===== src/rtl/switch_debouncer.sv =====
// -----------------------------------------------------------------------------
// switch_debouncer
//   Conditions the raw board slide switches before they reach the switch-to-LED
//   path. Each bit goes through its own two-flop synchroniser and then its own
//   bounce filter, so activity on one switch never delays another.
//
//   A new level is accepted only after it has been seen at the synchroniser
//   output for DEBOUNCE_CYCLES consecutive clocks. Any return to the current
//   clean level restarts the count.
//
// Ports
//   clk         system clock
//   reset       synchronous, active-high reset
//   sw          raw asynchronous switch inputs
//   sw_clean    debounced switch levels (registered)
//   sw_rise     one-cycle pulse per bit when sw_clean[i] goes 0->1 (registered)
//   sw_fall     one-cycle pulse per bit when sw_clean[i] goes 1->0 (registered)
//   any_change  OR of every sw_rise/sw_fall bit, in the same cycle (registered)
// -----------------------------------------------------------------------------
module switch_debouncer #(
  parameter int WIDTH           = 16,
  parameter int DEBOUNCE_CYCLES = 1000000
) (
  input  logic             clk,
  input  logic             reset,
  input  logic [WIDTH-1:0] sw,
  output logic [WIDTH-1:0] sw_clean,
  output logic [WIDTH-1:0] sw_rise,
  output logic [WIDTH-1:0] sw_fall,
  output logic             any_change
);

  localparam int CNT_W = $clog2(DEBOUNCE_CYCLES + 1);

  // The count that, once reached with the input still different, accepts the
  // new level on the following edge.
  localparam logic [CNT_W-1:0] CNT_LAST = CNT_W'(DEBOUNCE_CYCLES - 1);
  localparam logic [CNT_W-1:0] CNT_ONE  = CNT_W'(1);
  localparam logic [CNT_W-1:0] CNT_ZERO = {CNT_W{1'b0}};

  logic [WIDTH-1:0] sw_meta_q;
  logic [WIDTH-1:0] sw_sync_q;

  logic [CNT_W-1:0] cnt_q [WIDTH];
  logic [CNT_W-1:0] cnt_d [WIDTH];

  logic [WIDTH-1:0] clean_q, clean_d;
  logic [WIDTH-1:0] rise_q,  rise_d;
  logic [WIDTH-1:0] fall_q,  fall_d;
  logic             any_q,   any_d;

  // Two-flop synchroniser: nothing may sit between sw_meta_q and sw_sync_q.
  always_ff @(posedge clk) begin
    if (reset) begin
      sw_meta_q <= {WIDTH{1'b0}};
      sw_sync_q <= {WIDTH{1'b0}};
    end else begin
      sw_meta_q <= sw;
      sw_sync_q <= sw_meta_q;
    end
  end

  // Per-bit filter: count consecutive cycles the synchronised level differs
  // from the clean level and accept it once the count reaches the last step.
  always_comb begin
    clean_d = clean_q;
    rise_d  = {WIDTH{1'b0}};
    fall_d  = {WIDTH{1'b0}};
    for (int i = 0; i < WIDTH; i++) begin
      cnt_d[i] = cnt_q[i];
      if (sw_sync_q[i] == clean_q[i]) begin
        cnt_d[i] = CNT_ZERO;
      end else if (cnt_q[i] >= CNT_LAST) begin
        // >= rather than == so a corrupted counter still lands on an accept
        // and returns to zero instead of running past the limit.
        clean_d[i] = sw_sync_q[i];
        cnt_d[i]   = CNT_ZERO;
        rise_d[i]  = sw_sync_q[i];
        fall_d[i]  = ~sw_sync_q[i];
      end else begin
        cnt_d[i] = cnt_q[i] + CNT_ONE;
      end
    end
    any_d = |(rise_d | fall_d);
  end

  // Filter state and registered outputs.
  always_ff @(posedge clk) begin
    if (reset) begin
      for (int i = 0; i < WIDTH; i++) begin
        cnt_q[i] <= CNT_ZERO;
      end
      clean_q <= {WIDTH{1'b0}};
      rise_q  <= {WIDTH{1'b0}};
      fall_q  <= {WIDTH{1'b0}};
      any_q   <= 1'b0;
    end else begin
      for (int i = 0; i < WIDTH; i++) begin
        cnt_q[i] <= cnt_d[i];
      end
      clean_q <= clean_d;
      rise_q  <= rise_d;
      fall_q  <= fall_d;
      any_q   <= any_d;
    end
  end

  assign sw_clean   = clean_q;
  assign sw_rise    = rise_q;
  assign sw_fall    = fall_q;
  assign any_change = any_q;

endmodule


===== config.mk =====
export PLATFORM = sky130hd
export DESIGN_NAME = switch_debouncer
export DESIGN_NICKNAME = d
export VERILOG_FILES = /design/src/rtl/switch_debouncer.sv
export SDC_FILE = /design/constraint.sdc
export NUM_CORES = 1
export LEC_CHECK = 0
export ABC_AREA = 1
export CORE_ASPECT_RATIO = 2
export CORE_UTILIZATION = 50
export CTS_CLUSTER_DIAMETER = 30
export DETAILED_ROUTE_END_ITERATION = 6
export PLACE_DENSITY = 0.71
export RECOVER_POWER = 100
export SETUP_SLACK_MARGIN = 0.2
export SYNTH_ARGS = -nofsm -noshare
export SYNTH_HDL_FRONTEND = slang
export SYNTH_SLANG_ARGS = --single-unit

===== constraint.sdc =====
create_clock -name clk -period 2.15 [get_ports clk]
set_clock_uncertainty 0.05 [all_clocks]
set_input_delay 0.3225 -clock clk [delete_from_list [all_inputs] [get_ports clk]]
set_output_delay 0.3225 -clock clk [all_outputs]
set_load 0.1 [all_outputs]

==> results.json, run 1 <==
{
  "status": "completed",
  "drive_above_1_share_pct": 11.6,
  "clock_latency_ns": 0.58,
  "layout-area-overhead-vs-synth_pct": 15.1,
  "place_area_mm2": 0.0191,
  "worstSetupPathType": "flip-flop to flip-flop",
  "antenna_left": 0,
  "ys.flop_type": "dfxtp_1",
  "cts_made_buffers": 52,
  "vias": 15300,
  "dr.pass1.iters": 4,
  "seq_area_frac_synth_pct": 44.5,
  "place_congestion": 0.866,
  "worstPathRequired_ns": 2.55,
  "end_kind": "flip-flop",
  "antenna_found_initial": 0,
  "synth-warning-count": 0,
  "min_period_ns": 1.95,
  "instances_no_fill": 3015,
  "overflow": 0,
  "drc_errors": 0,
  "dieWidth_um": 136,
  "synth.net_count": 2452,
  "cts_root_buf": "clkbuf_16",
  "synth.distinct_cells": 51,
  "tns_ns": 0,
  "wirelength_um": 37400,
  "async_reset_ff_share_pct": 0,
  "cts.clk_slew.worst_paths_ns": 0.06,
  "num_rows": 98,
  "hold_viol_final": 0,
  "cts.path.max_buffers": 3,
  "dpl.hpwl_um": 27600,
  "core_mm2": 0.0357,
  "grt_usage_pct": 20.7,
  "ir_worst_vdd_mv": 0.876,
  "cp_max_fo": 4,
  "tightestPinTransition_ns": 0.688,
  "initialDrtViolationCount": 557,
  "place_inst": 2912,
  "cts.sinks": 401,
  "synthesis.area_mm2": 0.0180,
  "antenna-diode-count": 0,
  "die_h_um": 271,
  "worstSetupStartpointType": "flip-flop",
  "setup_viol": 0,
  "fin_crit_sh_pct": 90.6,
  "maxCapViolCount": 0,
  "grt_max_degree": 22,
  "ctsHtreeMaxLevel": 2,
  "viasPerCell": 5.07,
  "syn_inst": 2418,
  "p_leak_uw": 0.00766,
  "cts_tree": "done",
  "wl_per_cell_um": 12.4,
  "rsz0062_at_grt": "true",
  "hp-class": "input port to flip-flop",
  "crit_arrival_ns": 2.34,
  "slew-limit-headroom_pct": 54.1,
  "start_util_pct": 50.5,
  "synth_area_per_cell_um2": 7.46,
  "synth_edf_count": 0,
  "drv_slew": 0,
  "postLayoutCoreUtil_pct": 58.2,
  "ys_ff_latch": 401,
  "fmax_ghz": 0.514,
  "fin_area_mm2": 0.0208,
  "grt_pass1_wl_um": 63600,
  "grt_pass1_vias": 15400,
  "dieArea_mm2": 0.0369,
  "io_pins": 67,
  "n_fill_cell": 3272,
  "nets": 2555,
  "powerDensity_mw_per_mm2": 775,
  "portBuffers": 66
}
## Yosys cell counts, types with 4 or more instances
cell type  count  area [um2]
nor2_1       475        1780
dfxtp_1      401        8030
nand2_1      394        1480
inv_1        297        1110
nand3_1      141         706
a21oi_1       90         450
nor3_1        84         420
xor2_1        77         674
xnor2_1       57         499
nand4_1       47         294
nor3b_1       44         330
nor2_2        36         225
o21ai_0       31         155
buf_2         28         140
a31oi_1       20         125
nor3_2        20         200
inv_2         19        71.3
nor4_1        19         119
ha_1          16         200
nand3_2       14         140
or2_2         11        68.8
clkbuf_1       8        30.0
nand2_2        8        50.1
nor2_4         8        90.1
o21bai_1       8        60.1
a31o_2         6        52.6
and3_1         6        37.5
a211oi_1       5        37.5
nor4_2         4        50.1
or2_0          4        25.0
or2_1          4        25.0
## placed cells by master (no fill, tap or decap), types with 9 or more instances in the layout
master,instances
a31oi_1,20
clkbuf_16,53
nand3_2,15
or2_2,11
inv_2,14
nand3_1,138
nor2_2,23
a21oi_1,90
nor3b_1,45
nor2_1,481
nor2_4,15
xor2_1,77
buf_4,11
clkbuf_1,9
nand4_1,47
nand2_2,11
xnor2_1,57
clkdlybuf4s50_1,16
o21ai_0,32
clkinv_4,11
ha_1,15
inv_1,301
nor4_1,19
inv_6,9
clkbuf_2,52
nand2_1,391
nor3_2,12
nor3_1,90
dfxtp_1,395
## power by group
group	leakage, uW	internal, uW	switching [uW]
registers	0.00324	7470	23.0
clock network	0.000838	4760	3630
logic	0.00358	75.0	128
## worst paths after layout
kind	depth (start not counted)	from	to	slack, ns
setup reg to reg	8	cnt_q[0][100]	cnt_q[0][112]	0.20
hold reg to reg	2	sw_meta_q[0]	sw_sync_q[0]	0.34
setup / recovery	8	cnt_q[0][100]	cnt_q[0][112]	0.20
hold / removal	3	sw[3]	sw_meta_q[3]	0.22
## per-layer routing
layer  vias to the layer above  global-route usage, %  share of wire [%]
met1                      7021                   19.1                 37
met5                         -                      0                  0
met3                       107                   3.43                3.5
li1                       7928                      -                  -
met2                       228                   41.7                 55
met4                         0                   9.71                3.8
## flip-flops by register name (all words and copies together), names as in the netlist
name,count
sw_clean,16
sw_sync_q,16
sw_meta_q,16
cnt_q,320
sw_fall,16
any_change,1
sw_rise,16
## cell families (layout without fill, tap and decap cells)
group	count (synthesis)	count (layout)	synth area share (%)
AND/OR/NAND/NOR	1336	1336	34.7
flip-flops	401	401	44.5
buffers and inverters	357	504	7.67
AO/OA/AOI/OAI	174	174	5.49
XOR/XNOR	134	134	6.51
adder cells (fa/ha/maj)	16	16	1.11
## layout make-up
class,instances,area (um2),share of cell area (%)
clock buffers,58,1370,6.58
repair buffers,89,587,2.83
well taps,450,563,2.71
clock inverters,40,359,1.73
flip-flops and latches,401,8040,38.7
multi-input cells,1660,8660,41.7
inverters,317,1190,5.74
## worst max-delay path, cell delays in order (launching register included)
cell     delay [ns]
dfxtp_1        0.35
ha_1           0.20
nand2_1        0.09
nor3_1         0.34
nand3_2        0.16
nor4_1         0.30
nand2_1        0.13
nor2_1         0.15
nor3_2         0.05
## repair_timing
item	in CTS	in global routing
hold buffers	1	0
buffers inserted	0	4
endpoints found under the hold margin	1	0
resized for setup	0	55
setup endpoints to repair	0	63
## per-stage QoR
stage	total power, uW	setup slack [ns]	hold WS, ns
floorplan	7770	0.203	0.338
global placement	7850	0.322	0.346
detailed placement	7860	0.257	0.346
CTS	16300	0.228	0.196
global route	16600	0.0727	0.230
finish	16100	0.203	0.216
(Power assumes the default switching activity.)
==> run 2: changes to the inputs <==
Settings changed: CORE_UTILIZATION 50 to 40, PLACE_DENSITY 0.71 to 0.6.
Clock period 2.15 ns to 1.99 ns, I/O delays scaled along.
==> run 2 against run 1 <==
- the run now ends with DRC left
- worst setup slack lost 0.062 ns
- worst hold slack lost 0.13 ns
- clock-buffer cell count grew 9
- combinational power grew 14%
- core utilization shrank 7.8 points
- via count grew 1.6%
==> results.json, run 2 (synthesized netlist as in run 1, its figures left out) <==
{
  "status": "complete, but fails checks",
  "failed_checks": "DRC",
  "ctsHtreeMaxLevel": 2,
  "worstPathRequired_ns": 1.64,
  "cp_max_fo": 4,
  "ff2ff_path_depth": 11,
  "dr.pass1.iters": 6,
  "ctsHoldBuffers": 0,
  "powerDensity_mw_per_mm2": 835,
  "grt_max_degree": 33,
  "path_cells": "clkbuf_2",
  "rrSetupSlack_ns": 0.17,
  "overflow": 0,
  "cts_root_buf": "clkbuf_16",
  "num_rows": 109,
  "rsz0062_at_grt": "true",
  "hold_viol_final": 0,
  "layout-area-overhead-vs-synth_pct": 23.9,
  "cpMaxStageDelayCell": "clkbuf_2",
  "regMostFlops": "cnt_q",
  "antenna_found_initial": 0,
  "worst-path-stages": 1,
  "largest_reg_flops": 320,
  "initialDrtViolationCount": 542,
  "use_met3_pct": 2.77,
  "path_delay_family": "buffers and inverters",
  "grtUsageMet2_pct": 34.0,
  "grt_usage_pct": 17.2,
  "wl_per_cell_um": 12.4,
  "hold_path.startpoint": "reset",
  "grt_pass1_wl_um": 66800,
  "vias": 15500,
  "drv_slew": 0,
  "io_pins": 67,
  "cp_slowest_stage_delay_ns": 0.50,
  "fin_area_mm2": 0.0223,
  "met1_usage_pct": 17.1,
  "cts.sinks": 401,
  "core_mm2": 0.0443,
  "die_h_um": 302,
  "place_area_mm2": 0.0194,
  "min_period_ns": 1.85,
  "maxCapViolCount": 0,
  "antenna_left": 0,
  "tns_ns": 0,
  "crit_path_start": "sw_clean[5]",
  "worstSetupPathType": "flip-flop to primary output",
  "dieWidth_um": 152,
  "hp-class": "input port to flip-flop",
  "final_common_cell": "nor2_1",
  "tightestPinTransition_ns": 0.922,
  "setup_viol": 0,
  "wirelength_um": 39500,
  "slew-limit-headroom_pct": 38.5,
  "p_leak_uw": 0.00841,
  "start_util_pct": 40.7,
  "holdPathStages": 3,
  "viasPerCell": 4.87,
  "antenna-diode-count": 0,
  "place_congestion": 0.830,
  "rr_endpoint": "any_change",
  "dpl.hpwl_um": 28400,
  "fmax_ghz": 0.541,
  "drive_above_1_share_pct": 19.4,
  "worst-path-buf-inv": 1,
  "end_kind": "primary output",
  "layout_common_cells": "nor2_1, nand2_1, dfxtp_1",
  "dieArea_mm2": 0.0460,
  "clock_latency_ns": 0.59,
  "worstReg2RegStart": "cnt_q[1][140]",
  "cts.clk_slew.worst_paths_ns": 0.06,
  "crit_arrival_ns": 1.50,
  "cts.path.max_buffers": 3,
  "crit_end": "sw_clean[5]",
  "nets": 2623,
  "grt_busiest_layer": "met2",
  "ir_worst_vdd_mv": 0.788,
  "fin_crit_sh_pct": 92.9,
  "cts_tree": "done",
  "grt_pass1_vias": 15400,
  "cts_made_buffers": 58,
  "worstSetupStartpointType": "flip-flop",
  "portBuffers": 66,
  "drc_errors": 16
}
## run 2: changes by cell type in the layout (fill, tap and decap cells not counted), moves of 16 or more
cell,before,now
buf_4,11,63
dfxtp_1,395,354
dfxtp_2,6,46
nand2_1,391,370
nand3_1,138,118
nand3_2,15,31
nor2_1,481,450
nor2_4,15,34
## run 2: worst min-delay path by stage
| stage | to | slack [ns] |
|---|---|---|
| floorplan | sw_sync_q[0] | 0.34 |
| global placement | sw_sync_q[6] | 0.35 |
| detailed placement | sw_sync_q[2] | 0.35 |
| CTS | sw_clean[4] | 0.09 |
| global route | sw_clean[8] | 0.10 |
| finish | sw_clean[8] | 0.09 |
## run 2: where the power goes
part | internal, uW | leakage [uW] | switching, uW | total, uW
sequential | 8070 | 0.00326 | 27.8 | 8100
combinational | 87.9 | 0.00420 | 143 | 231
clock | 6380 | 0.000953 | 3940 | 10300
total | 14500 | 0.00841 | 4110 | 18700
## run 2: timing repair
item | CTS | global route
endpoints found under the hold margin | 0 | 0
gates resized for setup | 42 | 204
setup endpoints to repair | 77 | 255
buffers inserted | 8 | 43
pin swaps | 15 | 72
## run 2: per-layer routing
metal,up-vias,wire length (um)
met2,194,21400
met1,7149,15200
met5,-,0
li1,8077,-
met3,110,1240
met4,0,1620
## run 2: final cells by class
class,instances,area [um2]
Multi-Input combinational cell,1660,9300
Fill cell,4280,22000
Clock inverter,39,447
Clock buffer,67,1540
Inverter,317,1200
Timing Repair Buffer,151,1070
Sequential cell,401,8090
Tap cell,555,694
## run 2: stage by stage
step	util, %	setup WS [ns]	hold slack, ns	total power [uW]	std cells
after floorplan	-	0.201	0.338	8400	2418
after global placement	43.7	0.107	0.345	8500	3033
after detailed placement	43.7	0.0944	0.347	8500	3033
after CTS	48.7	0.173	0.0933	19000	3147
after global routing	50.4	0.0571	0.103	19300	3190
final	50.4	0.141	0.0877	18700	3190
